## src/rtl/vga_pkg.sv

```systemverilog
// Shared framebuffer geometry, pixel type and clear-sequencer state encoding.
// Latency: n/a (constants and types only).
// Backpressure: n/a.
package vga_pkg;

    // Downscale factor as log2: framebuffer pixel = (x>>FB_SHIFT, y>>FB_SHIFT)
    localparam int FB_SHIFT = 2;
    localparam int FB_W     = 640 >> FB_SHIFT;
    localparam int FB_H     = 480 >> FB_SHIFT;
    localparam int FB_DEPTH = FB_W * FB_H;
    localparam int ADDR_W   = 15;
    localparam int PIX_W    = 12;

    // RGB 4:4:4 pixel
    typedef logic [PIX_W-1:0] pixel_t;

    // Framebuffer word address
    typedef logic [ADDR_W-1:0] fb_addr_t;

    // Clear sequencer states
    typedef enum logic {
        CLR_IDLE = 1'b0,
        CLR_RUN  = 1'b1
    } clr_state_t;

endpackage

```

## src/rtl/fb_addr_calc.sv

```systemverilog
// Maps a 640x480 screen position to a downscaled framebuffer word address.
// Latency: purely combinational.
// Backpressure: none.
module fb_addr_calc #(
    parameter int FB_SHIFT = vga_pkg::FB_SHIFT,
    parameter int FB_W     = vga_pkg::FB_W,
    parameter int ADDR_W   = vga_pkg::ADDR_W
) (
    input  logic [9:0]        x_i,
    input  logic [9:0]        y_i,
    output logic [ADDR_W-1:0] addr_o
);

    // Downscaled coordinates; full-width shift keeps every input bit in use
    logic [9:0] xx;
    logic [9:0] yy;

    assign xx = x_i >> FB_SHIFT;
    assign yy = y_i >> FB_SHIFT;

    // Row base: for the standard 160-wide buffer the multiply is yy*128 + yy*32,
    // so it folds into two shifted adds instead of a multiplier.
    generate
        if (FB_W == 160) begin : g_shift_add
            assign addr_o = (ADDR_W'(yy) << 7) + (ADDR_W'(yy) << 5) + ADDR_W'(xx);
        end else begin : g_mult
            assign addr_o = (ADDR_W'(yy) * ADDR_W'(FB_W)) + ADDR_W'(xx);
        end
    endgenerate

endmodule

```

## src/rtl/fb_arbiter.sv

```systemverilog
// Schedules a single-port framebuffer RAM between display fetch, clear sequencer and two round-robin writers.
// Latency: p_tick -> mem_addr +1, mem_rdata +2, rgb +3 cycles; writer ready -> mem_we/mem_wdata +1 cycle.
// Backpressure: display fetch preempts all; clear starves writers; writers hold valid until ready.
module fb_arbiter #(
    parameter int FB_SHIFT = vga_pkg::FB_SHIFT,
    parameter int FB_W     = vga_pkg::FB_W,
    parameter int FB_H     = vga_pkg::FB_H,
    parameter int FB_DEPTH = FB_W * FB_H,
    parameter int ADDR_W   = vga_pkg::ADDR_W,
    parameter int PIX_W    = vga_pkg::PIX_W
) (
    input  logic              clock_100,
    input  logic              reset,
    // Timing generator
    input  logic              p_tick,
    input  logic              display_active,
    input  logic [9:0]        x,
    input  logic [9:0]        y,
    // Pixel writer 0
    input  logic              wr0_valid,
    input  logic [ADDR_W-1:0] wr0_addr,
    input  logic [PIX_W-1:0]  wr0_data,
    output logic              wr0_ready,
    // Pixel writer 1
    input  logic              wr1_valid,
    input  logic [ADDR_W-1:0] wr1_addr,
    input  logic [PIX_W-1:0]  wr1_data,
    output logic              wr1_ready,
    // Clear sequencer control
    input  logic              clear_start,
    input  logic [PIX_W-1:0]  clear_color,
    output logic              clear_busy,
    // Framebuffer RAM port
    output logic [ADDR_W-1:0] mem_addr,
    output logic              mem_we,
    output logic [PIX_W-1:0]  mem_wdata,
    input  logic [PIX_W-1:0]  mem_rdata,
    // DAC side
    output logic [PIX_W-1:0]  rgb,
    output logic              frame_start
);

    import vga_pkg::*;

    localparam logic [ADDR_W-1:0] DEPTH_A = ADDR_W'(FB_DEPTH);
    localparam logic [ADDR_W-1:0] LAST_A  = ADDR_W'(FB_DEPTH - 1);

    // ------------------------------------------------------------------
    // State
    // ------------------------------------------------------------------
    clr_state_t        clr_state_q;
    logic [ADDR_W-1:0] clr_ptr_q;
    logic [PIX_W-1:0]  clear_color_q;
    logic              clear_busy_q;

    logic              last_q;         // index of the most recently granted writer

    logic [ADDR_W-1:0] mem_addr_q;
    logic              mem_we_q;
    logic [PIX_W-1:0]  mem_wdata_q;

    logic [1:0]        pend_tick_q;    // read in flight, stage 0 = address cycle
    logic [1:0]        pend_act_q;     // display_active travelling with that read
    logic [PIX_W-1:0]  rgb_q;
    logic              frame_start_q;

    // ------------------------------------------------------------------
    // Slot decision
    // ------------------------------------------------------------------
    logic              disp_slot;
    logic              clr_slot;
    logic              wr_slot;
    logic              gnt0;
    logic              gnt1;
    logic [ADDR_W-1:0] disp_addr;

    assign disp_slot = p_tick && display_active;
    assign clr_slot  = !disp_slot && clear_busy_q;
    assign wr_slot   = !disp_slot && !clear_busy_q;

    fb_addr_calc #(
        .FB_SHIFT (FB_SHIFT),
        .FB_W     (FB_W),
        .ADDR_W   (ADDR_W)
    ) u_addr_calc (
        .x_i    (x),
        .y_i    (y),
        .addr_o (disp_addr)
    );

    // Round-robin writer grant in whatever cycle neither display nor clear owns the port
    always_comb begin
        gnt0 = 1'b0;
        gnt1 = 1'b0;
        if (wr_slot) begin
            if (wr0_valid && wr1_valid) begin
                if (last_q) begin
                    gnt0 = 1'b1;
                end else begin
                    gnt1 = 1'b1;
                end
            end else if (wr0_valid) begin
                gnt0 = 1'b1;
            end else if (wr1_valid) begin
                gnt1 = 1'b1;
            end
        end
    end

    // Ready is held low while reset is asserted so the handshake cannot fire before the block is live
    assign wr0_ready = gnt0 && !reset;
    assign wr1_ready = gnt1 && !reset;

    // Round-robin pointer: starts at 1 so writer 0 wins the first tie
    always_ff @(posedge clock_100 or posedge reset) begin
        if (reset) begin
            last_q <= 1'b1;
        end else if (gnt0) begin
            last_q <= 1'b0;
        end else if (gnt1) begin
            last_q <= 1'b1;
        end
    end

    // RAM command register: one access per cycle, address held when idle
    always_ff @(posedge clock_100 or posedge reset) begin
        if (reset) begin
            mem_addr_q  <= '0;
            mem_we_q    <= 1'b0;
            mem_wdata_q <= '0;
        end else begin
            mem_we_q <= 1'b0;
            if (disp_slot) begin
                mem_addr_q <= disp_addr;
            end else if (clr_slot) begin
                mem_addr_q  <= clr_ptr_q;
                mem_we_q    <= 1'b1;
                mem_wdata_q <= clear_color_q;
            end else if (gnt0) begin
                // Out-of-range writes are acknowledged but dropped
                if (wr0_addr < DEPTH_A) begin
                    mem_addr_q  <= wr0_addr;
                    mem_we_q    <= 1'b1;
                    mem_wdata_q <= wr0_data;
                end
            end else if (gnt1) begin
                if (wr1_addr < DEPTH_A) begin
                    mem_addr_q  <= wr1_addr;
                    mem_we_q    <= 1'b1;
                    mem_wdata_q <= wr1_data;
                end
            end
        end
    end

    // Clear sequencer: walks the whole buffer using only slots the display leaves free
    always_ff @(posedge clock_100 or posedge reset) begin
        if (reset) begin
            clr_state_q   <= CLR_IDLE;
            clr_ptr_q     <= '0;
            clear_color_q <= '0;
            clear_busy_q  <= 1'b0;
        end else begin
            case (clr_state_q)
                CLR_IDLE: begin
                    if (clear_start) begin
                        clear_color_q <= clear_color;
                        clr_ptr_q     <= '0;
                        clear_busy_q  <= 1'b1;
                        clr_state_q   <= CLR_RUN;
                    end
                end
                CLR_RUN: begin
                    // A restart request while running is deliberately ignored
                    if (clr_slot) begin
                        if (clr_ptr_q == LAST_A) begin
                            clear_busy_q <= 1'b0;
                            clr_state_q  <= CLR_IDLE;
                        end else begin
                            clr_ptr_q <= clr_ptr_q + ADDR_W'(1);
                        end
                    end
                end
                default: begin
                    clear_busy_q <= 1'b0;
                    clr_state_q  <= CLR_IDLE;
                end
            endcase
        end
    end

    // Display read pipeline: the active flag rides alongside each tick's read, blanking loads zero
    always_ff @(posedge clock_100 or posedge reset) begin
        if (reset) begin
            pend_tick_q   <= '0;
            pend_act_q    <= '0;
            rgb_q         <= '0;
            frame_start_q <= 1'b0;
        end else begin
            pend_tick_q   <= {pend_tick_q[0], p_tick};
            pend_act_q    <= {pend_act_q[0], display_active};
            if (pend_tick_q[1]) begin
                rgb_q <= pend_act_q[1] ? mem_rdata : '0;
            end
            frame_start_q <= p_tick && (x == 10'd0) && (y == 10'd0);
        end
    end

    assign mem_addr    = mem_addr_q;
    assign mem_we      = mem_we_q;
    assign mem_wdata   = mem_wdata_q;
    assign clear_busy  = clear_busy_q;
    assign rgb         = rgb_q;
    assign frame_start = frame_start_q;

endmodule

```

## config.mk

```make
export PLATFORM = sky130hd
export DESIGN_NAME = fb_arbiter
export DESIGN_NICKNAME = d
export VERILOG_FILES = /design/src/rtl/vga_pkg.sv /design/src/rtl/fb_addr_calc.sv /design/src/rtl/fb_arbiter.sv
export SDC_FILE = /design/constraint.sdc
export NUM_CORES = 1
export LEC_CHECK = 0
export ABC_AREA = 1
export BUFFER_PORTS_ARGS = -buffer_cell sky130_fd_sc_hd__clkbuf_2
export CAP_MARGIN = 40
export CORE_MARGIN = 2
export CORE_UTILIZATION = 53
export CTS_BUF_LIST = sky130_fd_sc_hd__clkbuf_2 sky130_fd_sc_hd__clkbuf_4 sky130_fd_sc_hd__clkbuf_8
export DETAILED_ROUTE_END_ITERATION = 16
export PLACE_DENSITY = 0.93
export SETUP_SLACK_MARGIN = 0.5
export SYNTH_ARGS = -nofsm -noshare
export SYNTH_HDL_FRONTEND = slang
export SYNTH_SLANG_ARGS = --single-unit
```

## constraint.sdc

```tcl
create_clock -name clock_100 -period 3.4 [get_ports clock_100]
set_input_delay 1.02 -clock clock_100 [delete_from_list [all_inputs] [get_ports clock_100]]
set_output_delay 1.02 -clock clock_100 [all_outputs]
set_load 0.01 [all_outputs]
```

# Word-level counts from Yosys, hierarchy flattened
# Cells that the tools add are included.
[word_totals]
register_bits = 75
latch_bits = 0
ram_bits = 0
rom_bits = 0
input_bits = 105
out_inout_bits = 44
wordCells = 90
memories = 0
[op_classes]
addsub = 3
n_mul = 0
div_mod_pow = 0
order_cmp = 2
eq_ne = 7
n_shift = 0
muxes = 41
bitwise_logic = 2
reduce_logical = 23
[op_table]
columns = ["cell", "count"]
rows = [
  ["two-way mux 15 bit", 9],
  ["two-way mux 12 bit", 6],
  ["less-than comparator 15 bit, second input constant", 2],
  ["case mux 15 bit (2 select lines)", 1],
  ["two-way mux 1 bit", 23],
  ["logical NOT 10 bit", 2],
  ["adder 15 x 1 -> 15 bit, second input constant", 1],
  ["adder 15 x 13 -> 15 bit", 1],
  ["adder 15 x 8 -> 15 bit", 1],
  ["== test 15 bit, second input constant", 1],
  ["AND reduction 3 bit", 3],
  ["logical AND 1 bit", 8],
  ["nonzero test 4 bit", 2],
  ["nonzero test 3 bit", 2],
  ["inequality test 2 x 1 -> 1 bit, second input constant", 2],
  ["inequality test 2 bit, second input constant", 2],
  ["inequality test 4 x 3 -> 1 bit, second input constant", 1],
  ["case mux 1 bit (2 select lines)", 2],
  ["AND reduction 4 bit", 1],
  ["logical NOT 1 bit", 3],
  ["inequality test 3 x 2 -> 1 bit, second input constant", 1],
  ["inverter 1 bit", 2],
  ["AND reduction 2 bit", 1],
  ["nonzero test 2 bit", 1],
]

# Longest topological paths before layout
# Gate-level depths: netlist of the first run.
[logic_depth]
ltp_word = 8
depth_mapped = 13
mapped_depth_nobuf = 13

# Cells and area by module
# From an unflattened synthesis of the first run, not the netlist that was laid out.
[hier_totals]
cells_unflattened = 706
hier_area_um2 = 5076.1
[modules_own_cells]
columns = ["module", "n_inst", "cells_each", "area_per_inst_um2", "seq_area_each_um2"]
rows = [
  ["fb_arbiter", 1, 614, 4479.3, 1878.1],
  ["fb_addr_calc", 1, 92, 596.8, 0.0],
]

# Least setup slack after synthesis of the first run
# OpenSTA, ideal clock, no wires.
[synth_timing]
path_kind = "in2out"
startpoint = "input port p_tick"
endpoint = "output port wr0_ready"
t_arrival_ns = 1.758
t_required_ns = 2.380
setup_slack_ns = 0.622
cell_stages = 6
n_path_buf = 1
path_cell_list = "nand2_1 -> nand2_1 -> nor2_2 -> inv_1 -> clkbuf_1 -> nor2_1"
[synth_between]
elab_chain_cells = 5
[synth_lines]
columns = ["item", "line_no", "rtl"]
rows = [
  ["start: declaration", "fb_arbiter.sv:15", "input logic p_tick,"],
  ["logical AND 1 bit", "fb_arbiter.sv:77", "assign disp_slot = p_tick && display_active;"],
  ["logical NOT 1 bit", "fb_arbiter.sv:79", "assign wr_slot = !disp_slot && !clear_busy_q;"],
  ["logical AND 1 bit", "fb_arbiter.sv:79", ""],
  ["two-way mux 1 bit", "fb_arbiter.sv:95", "if (wr_slot) begin"],
  ["logical AND 1 bit", "fb_arbiter.sv:111", "assign wr0_ready = gnt0 && !reset;"],
  ["end: declaration", "fb_arbiter.sv:23", "output logic wr0_ready,"],
]
# Every way passes these cells.

# Worst setup path after layout of the first run
[layout_timing]
startpoint = "input port p_tick"
endpoint = "output port wr1_ready"
[layout_between]
elab_chain_cells = 5
[layout_lines]
columns = ["item", "line_no", "rtl"]
rows = [
  ["logical AND 1 bit", "fb_arbiter.sv:77", ""],
  ["logical NOT 1 bit", "fb_arbiter.sv:79", ""],
  ["logical AND 1 bit", "fb_arbiter.sv:79", ""],
  ["two-way mux 1 bit", "fb_arbiter.sv:95", ""],
  ["logical AND 1 bit", "fb_arbiter.sv:112", "assign wr1_ready = gnt1 && !reset;"],
  ["end: declaration", "fb_arbiter.sv:28", "output logic wr1_ready,"],
]
# Every way passes these cells.

==> flow_summary_export.csv, run 1 <==
group,metric,value,unit
routing,drc,0,
worst_setup_path,crit_buf_inv,3,
outcome,status,"completed",
worst_setup_path,cp-start-kind,"input port",
timing,holdWs,0.353,ns
placement,portBuffers,148,
clock_network,clk_pin_slew_worst_paths,0.08,ns
clock_network,cts_setup_buffers,0,
final_layout,finalNetCount,926,
final_layout,drive_gt1_share,23.0,%
global_route,grt_max_degree,76,
clock_network,cts_buffers,9,
timing,rsz0062_at_grt,"false",
worst_setup_path,worst_ep_required_time,2.38,ns
logic_synthesis,synth.ff_latch_count,75,
timing,finClkSkew,0.0129,ns
timing,finalHoldViolCount,0,
floorplan,initial_core_util,54.2,%
clock_network,clockBufferDepth,2,
routing,wirelength,13.7,mm
clock_network,cts.sinks,75,
clock_network,cts-root-buf,"clkbuf_8",
timing,drv_slew,0,
worst_setup_path,cp_max_fo,3,
logic_synthesis,syn_area,4680,um^2
clock_network,worstSkewPairLatency,0.36,ns
floorplan,dieHeight,98.0,um
logic_synthesis,synthTopCellsByArea,"dfrtp_1 (40%), nand2_1 (20%), nand3_1 (6.3%)",
timing,slew_headroom,52.7,%
worst_setup_path,crit_family,"simple AND/OR/NAND/NOR gates",
clock_network,ctsResizeCount,0,
floorplan,core-area,8640,um^2
floorplan,dieArea,9590,um^2
worst_setup_path,worstSetupPathType,"input port to primary output",
floorplan,io_pins,149,
final_layout,utilization,65.6,%
power,power_leakage,3.18,nW
global_route,grt_pass1_wl,22.7,mm
logic_synthesis,yosysTopAreaCell,"dfrtp_1",
timing,tightest_slew,0.708,ns
routing,drt-initial-drc-count,411,
timing,setup_violations,0,
logic_synthesis,syn_inst,668,
final_layout,fillers,743,
timing,min_period,2.85,ns
worst_setup_path,crit_slowest_cell,"nor2_2",
floorplan,chipWidth,98.0,um
clock_network,cts_htree_levels,3,
global_route,grt_overflow_total,0,
routing,wl_per_cell,15.0,um
global_route,grt_pass1_vias,4766,
logic_synthesis,synth.top_cell.area_share,39.6,%
flow_run,maxCapViolCount,0,
global_route,antenna_found_initial,0,
placement,hpwl,10.4,mm
routing,drtPass1Iterations,5,
final_layout,area_growth,21.1,%
worst_hold_path,holdCritPathClass,"flop to flop",
routing,viasPerCell,5.59,
logic_synthesis,synth_nets,791,
final_layout,antenna_cells,0,
floorplan,placementRows,34,
placement,gp_congestion,0.927,
logic_synthesis,syn_avg_cell_area,7.00,um^2
power,cellPowerDensity,473,nW/um^2
final_layout,design_area,5660,um^2
power,vdd_drop_max,0.000222,V
logic_synthesis,ys_types,31,
timing,worst_slack,0.551,ns
timing,fin_tns_setup,0,ns
worst_setup_path,crit_chain,"clkbuf_2, nand2_1, nand2_1, nor2_2, inv_1, nor2_1, clkbuf_2",
logic_synthesis,synth_seq_area_share,40.1,%
worst_setup_path,end_kind,"primary output",
clock_network,ctsHoldBuffers,0,
timing,fmax,351,MHz
placement,pre_cts_slack,0.362,ns
logic_synthesis,ys_warn_count,0,
routing,vias,5119,
worst_setup_path,cp.arrival,1.83,ns
worst_setup_path,max_stage_delay,0.17,ns
placement,placed_cell_area,5470,um^2
routing,antenna_left,0,
timing,period_share,83.8,%
global_route,track_usage,29.3,%
clock_network,tritoncts,"yes",
power breakdown:
part	total, W	switching (W)	leakage (nW)	internal, W
clock network	0.000684	0.000348	0.0877	0.000336
logic	0.000826	0.000512	2.15	0.000314
registers	0.00117	0.000125	0.949	0.00105
total	0.00268	0.000984	3.18	0.00170
cells in the final DEF (no fill, tap or decap), drive strengths merged, types with 3 or more instances in the layout:
cell type,netlist,layout
dfrtp,74,74
nand3,60,60
xor2,4,4
buf,17,7
clkinvlp,0,4
nor4,3,3
a31oi,12,12
nand4,34,34
a21oi,21,21
nand2,250,250
nor2,46,46
clkbuf,14,157
inv,66,66
o21ai,35,35
ha,16,16
nor3,5,5
logic make-up (layout without fill, tap and decap cells):
group	after synthesis	after routing	share of synthesized area [%]
AND/OR/NAND/NOR	403	403	37.2
buffers and inverters	98	237	8.72
flip-flops	75	75	40.1
AO/OA/AOI/OAI	70	70	8.08
adder cells (fa/ha/maj)	18	18	5.14
XOR/XNOR	4	4	0.749
per-layer routing:
layer	GRT usage (%)	wire, um	share of wire [%]
met3	4.80	1210	8.8
met5	0	0	0
met1	38.8	5570	41
met4	11.1	356	2.6
met2	48.6	6580	48
final cells by class:
class,count,area [um^2],area share (%)
clock inverters,6,66.3,1.17
well taps,108,135,2.39
repair buffers,155,806,14.2
flip-flops and latches,75,1880,33.2
inverters,67,260,4.59
clock buffers,9,124,2.19
multi-input cells,495,2390,42.3
stage by stage:
| stage | cells | total power, W |
|---|---|---|
| 3_3_place_gp | 900 | 0.00197 |
| 4_1_cts | 915 | 0.00267 |
| 6_report | 915 | 0.00268 |
| 5_1_grt | 915 | 0.00284 |
| 2_1_floorplan | 668 | 0.00168 |
| 3_5_place_dp | 900 | 0.00200 |
sequential cells by signal, summed over array words and instances, names as in the netlist, 2 cells and up:
| name | cells |
|---|---|
| clear_color_q | 12 |
| clr_ptr_q | 15 |
| rgb | 12 |
| pend_tick_q | 2 |
| mem_wdata | 12 |
| pend_act_q | 2 |
| mem_addr | 15 |
worst reg2reg max path: stages (launching register included):
cell and delay [ns]:
dfrtp_1 0.64, inv_1 0.15, nand2_1 0.19, nor2_2 0.06, buf_4 0.24, nand3_1 0.19, buf_4 0.33, nand3_2 0.31
nand2_1 0.18, nand2_1 0.06
synth_stat cells:
cell and number:
o21ai_1 4, fa_1 2, o21ai_0 29, nand2_2 1, ha_1 16, buf_1 5
clkbuf_1 14, dfrtp_1 74, or2_2 2, a21oi_1 21, a31oi_1 12, o21ai_2 2
buf_4 4, buf_2 7, dfstp_2 1, nor2_2 3, nand2_4 3, nor4_1 3
nand3_2 1, nor2_1 43, nand2_1 246, nand3_1 59, clkinv_4 1, nand3b_1 2
nand4_1 34, buf_8 1, a21o_1 2, xor2_1 4, and2_1 1, nor3_1 5
inv_1 66
worst paths after layout:
| kind | endpoint | cells past startpoint | start | slack, ns |
|---|---|---|---|---|
| min | pend_tick_q[1] | 0 | pend_tick_q[0] | 0.35 |
| max | wr1_ready | 7 | p_tick | 0.55 |
| max in group asynchronous | last_q | 3 | reset | 2.28 |
| min in group asynchronous | mem_wdata[11] | 3 | reset | 0.77 |
| min reg2reg | pend_tick_q[1] | 0 | pend_tick_q[0] | 0.35 |
| max reg2reg | mem_wdata[5] | 9 | clear_busy | 0.96 |
Power figures use the tool's default switching activity.
==> inputs of run 2 (changes only) <==
==> constraint.sdc (replaced) <==
create_clock -name clock_100 -period 2.7 [get_ports clock_100]
set_input_delay 0.81 -clock clock_100 [delete_from_list [all_inputs] [get_ports clock_100]]
set_output_delay 0.81 -clock clock_100 [all_outputs]
set_load 0.01 [all_outputs]
==> flow_summary_export.csv, run 2 (synthesis results as in run 1) <==
group,metric,value,unit
worst_setup_path,worstSetupPathType,"input port to primary output",
clock_network,clockBufferDepth,2,
timing,finalHoldViolCount,0,
floorplan,dieArea,9590,um^2
power,p_comb_share,30.4,%
timing,slew_headroom,51.4,%
power,seqPwrFrac,39.7,%
power,switching_share,34.2,%
placement,gp_congestion,0.978,
power,p_int,0.00244,W
floorplan,core-area,8640,um^2
power,vdd_drop_max,0.000241,V
clock_network,tritoncts,"yes",
final_layout,final_common_cell,"nand2_1",
clock_network,cts_buffers,9,
final_layout,design_area,6020,um^2
routing,drt-initial-drc-count,432,
timing,setup_violations,0,
timing,period_share,84.4,%
timing,fmax,439,MHz
routing,drtPass1Iterations,5,
clock_network,ctsHoldBuffers,0,
final_layout,area_growth,28.7,%
global_route,grt_pass1_vias,4809,
clock_network,cts_htree_levels,3,
power,power_leakage,3.34,nW
clock_network,cts-root-buf,"clkbuf_8",
floorplan,placementRows,34,
timing,tightest_slew,0.728,ns
power,cellPowerDensity,615,nW/um^2
worst_setup_path,r2r_slack,0.78,ns
placement,hpwl,10.8,mm
worst_hold_path,holdCritPathClass,"flop to flop",
global_route,grt_pass1_wl,23.0,mm
timing,fin_tns_setup,0,ns
worst_setup_path,cp-start-kind,"input port",
final_layout,layout_common_cells,"nand2_1 (239), clkbuf_2 (141), dfrtp_1 (73)",
power,p_sw,0.00127,W
worst_setup_path,cp_max_fo,3,
flow_run,maxCapViolCount,0,
final_layout,utilization,69.7,%
final_layout,antenna_cells,0,
floorplan,chipWidth,98.0,um
routing,antenna_left,0,
routing,viasPerCell,5.52,
floorplan,initial_core_util,54.2,%
routing,drc,0,
timing,drv_slew,0,
clock_network,clk_pin_slew_worst_paths,0.08,ns
placement,dp_cells,910,
global_route,antenna_found_initial,0,
timing,finClkSkew,0.00827,ns
power,power.share.clock,29.9,%
routing,wl_per_cell,15.5,um
worst_setup_path,end_kind,"primary output",
clock_network,worstSkewPairLatency,0.36,ns
placement,placed_cell_area,5590,um^2
routing,wirelength,14.4,mm
floorplan,dieHeight,98.0,um
final_layout,fillers,690,
floorplan,io_pins,149,
placement,portBuffers,148,
worst_setup_path,worst_ep_required_time,1.89,ns
routing,vias,5149,
clock_network,cts.sinks,75,
timing,min_period,2.28,ns
global_route,grt_max_degree,34,
global_route,track_usage,30.0,%
final_layout,finalNetCount,943,
final_layout,drive_gt1_share,27.3,%
final_layout,stdcell_count,933,
global_route,grt_overflow_total,0,
timing,rsz0062_at_grt,"true",
worst_setup_path,cp.arrival,1.47,ns
outcome,status,"completed",
==> run 2: cell types whose count changed in the layout (fill, tap and decap cells not counted), moves of 4 or more <==
| cell | previous run | this run |
|---|---|---|
| nand2_1 | 246 | 239 |
| inv_2 | 0 | 4 |
| nand2_2 | 1 | 5 |
| inv_1 | 65 | 59 |
| clkbuf_2 | 148 | 141 |
| clkbuf_8 | 9 | 13 |
| buf_4 | 6 | 22 |
==> run 2: through the flow <==
step	power, W	setup slack [ns]	hold WS (ns)
6_report	0.00370	0.421	0.352
5_1_grt	0.00389	0.363	0.373
4_1_cts	0.00366	0.408	0.355
3_5_place_dp	0.00254	0.0975	0.337
3_3_place_gp	0.00252	0.130	0.332
2_1_floorplan	0.00212	0.339	0.331
==> run 2: power groups by stage <==
| stage | logic (W) | registers (W) | clock network, W |
|---|---|---|---|
| 2_1_floorplan | 0.000612 | 0.00151 | 0 |
| 3_3_place_gp | 0.00103 | 0.00149 | 0 |
| 3_5_place_dp | 0.00106 | 0.00149 | 0 |
| 4_1_cts | 0.00108 | 0.00146 | 0.00111 |
| 5_1_grt | 0.00126 | 0.00149 | 0.00115 |
| 6_report | 0.00113 | 0.00147 | 0.00111 |
==> run 2: final timing paths <==
kind	startpoint	end	depth (start not counted)
setup / recovery	display_active	wr0_ready	7
hold / removal	pend_tick_q[0]	pend_tick_q[1]	0
setup reg to reg	last_q	mem_addr[7]	13
hold reg to reg	pend_tick_q[0]	pend_tick_q[1]	0
max in group asynchronous	reset	clr_ptr_q[10]	3
min in group asynchronous	reset	mem_addr[2]	2
==> run 2: cell type report <==
type / count / area [um^2] / share of cell area (%)
Timing Repair Buffer: 172 / 1000 / 16.6
Tap cell: 108 / 135 / 2.24
Inverter: 67 / 270 / 4.49
Clock buffer: 11 / 151 / 2.51
Clock inverter: 5 / 108 / 1.79
Multi-Input combinational cell: 495 / 2480 / 41.2
Sequential cell: 75 / 1880 / 31.2
==> run 2: repair_timing <==
| item | 4_1_cts | 5_1_grt |
|---|---|---|
| setup endpoints to repair | 4 | 8 |
| pin swaps | 3 | 14 |
| buffers inserted | 2 | 5 |
| gates resized for setup | 12 | 18 |
==> run 2: worst max-delay path: stages <==
cell      delay, ns
clkbuf_8       0.12
nand2_4        0.08
nand2_4        0.08
nor2_4         0.10
inv_2          0.05
nor2_4         0.12
buf_8          0.11
==> run 2: metal layers <==
layer,part of all wire [%],track usage [%],vias to the layer above,routed length [um]
met5,0,0,-,0
met4,5.0,16.7,0,716
met3,10,5.30,63,1440
met2,45,48.0,315,6520
met1,40,38.7,2293,5760
li1,-,-,2478,-
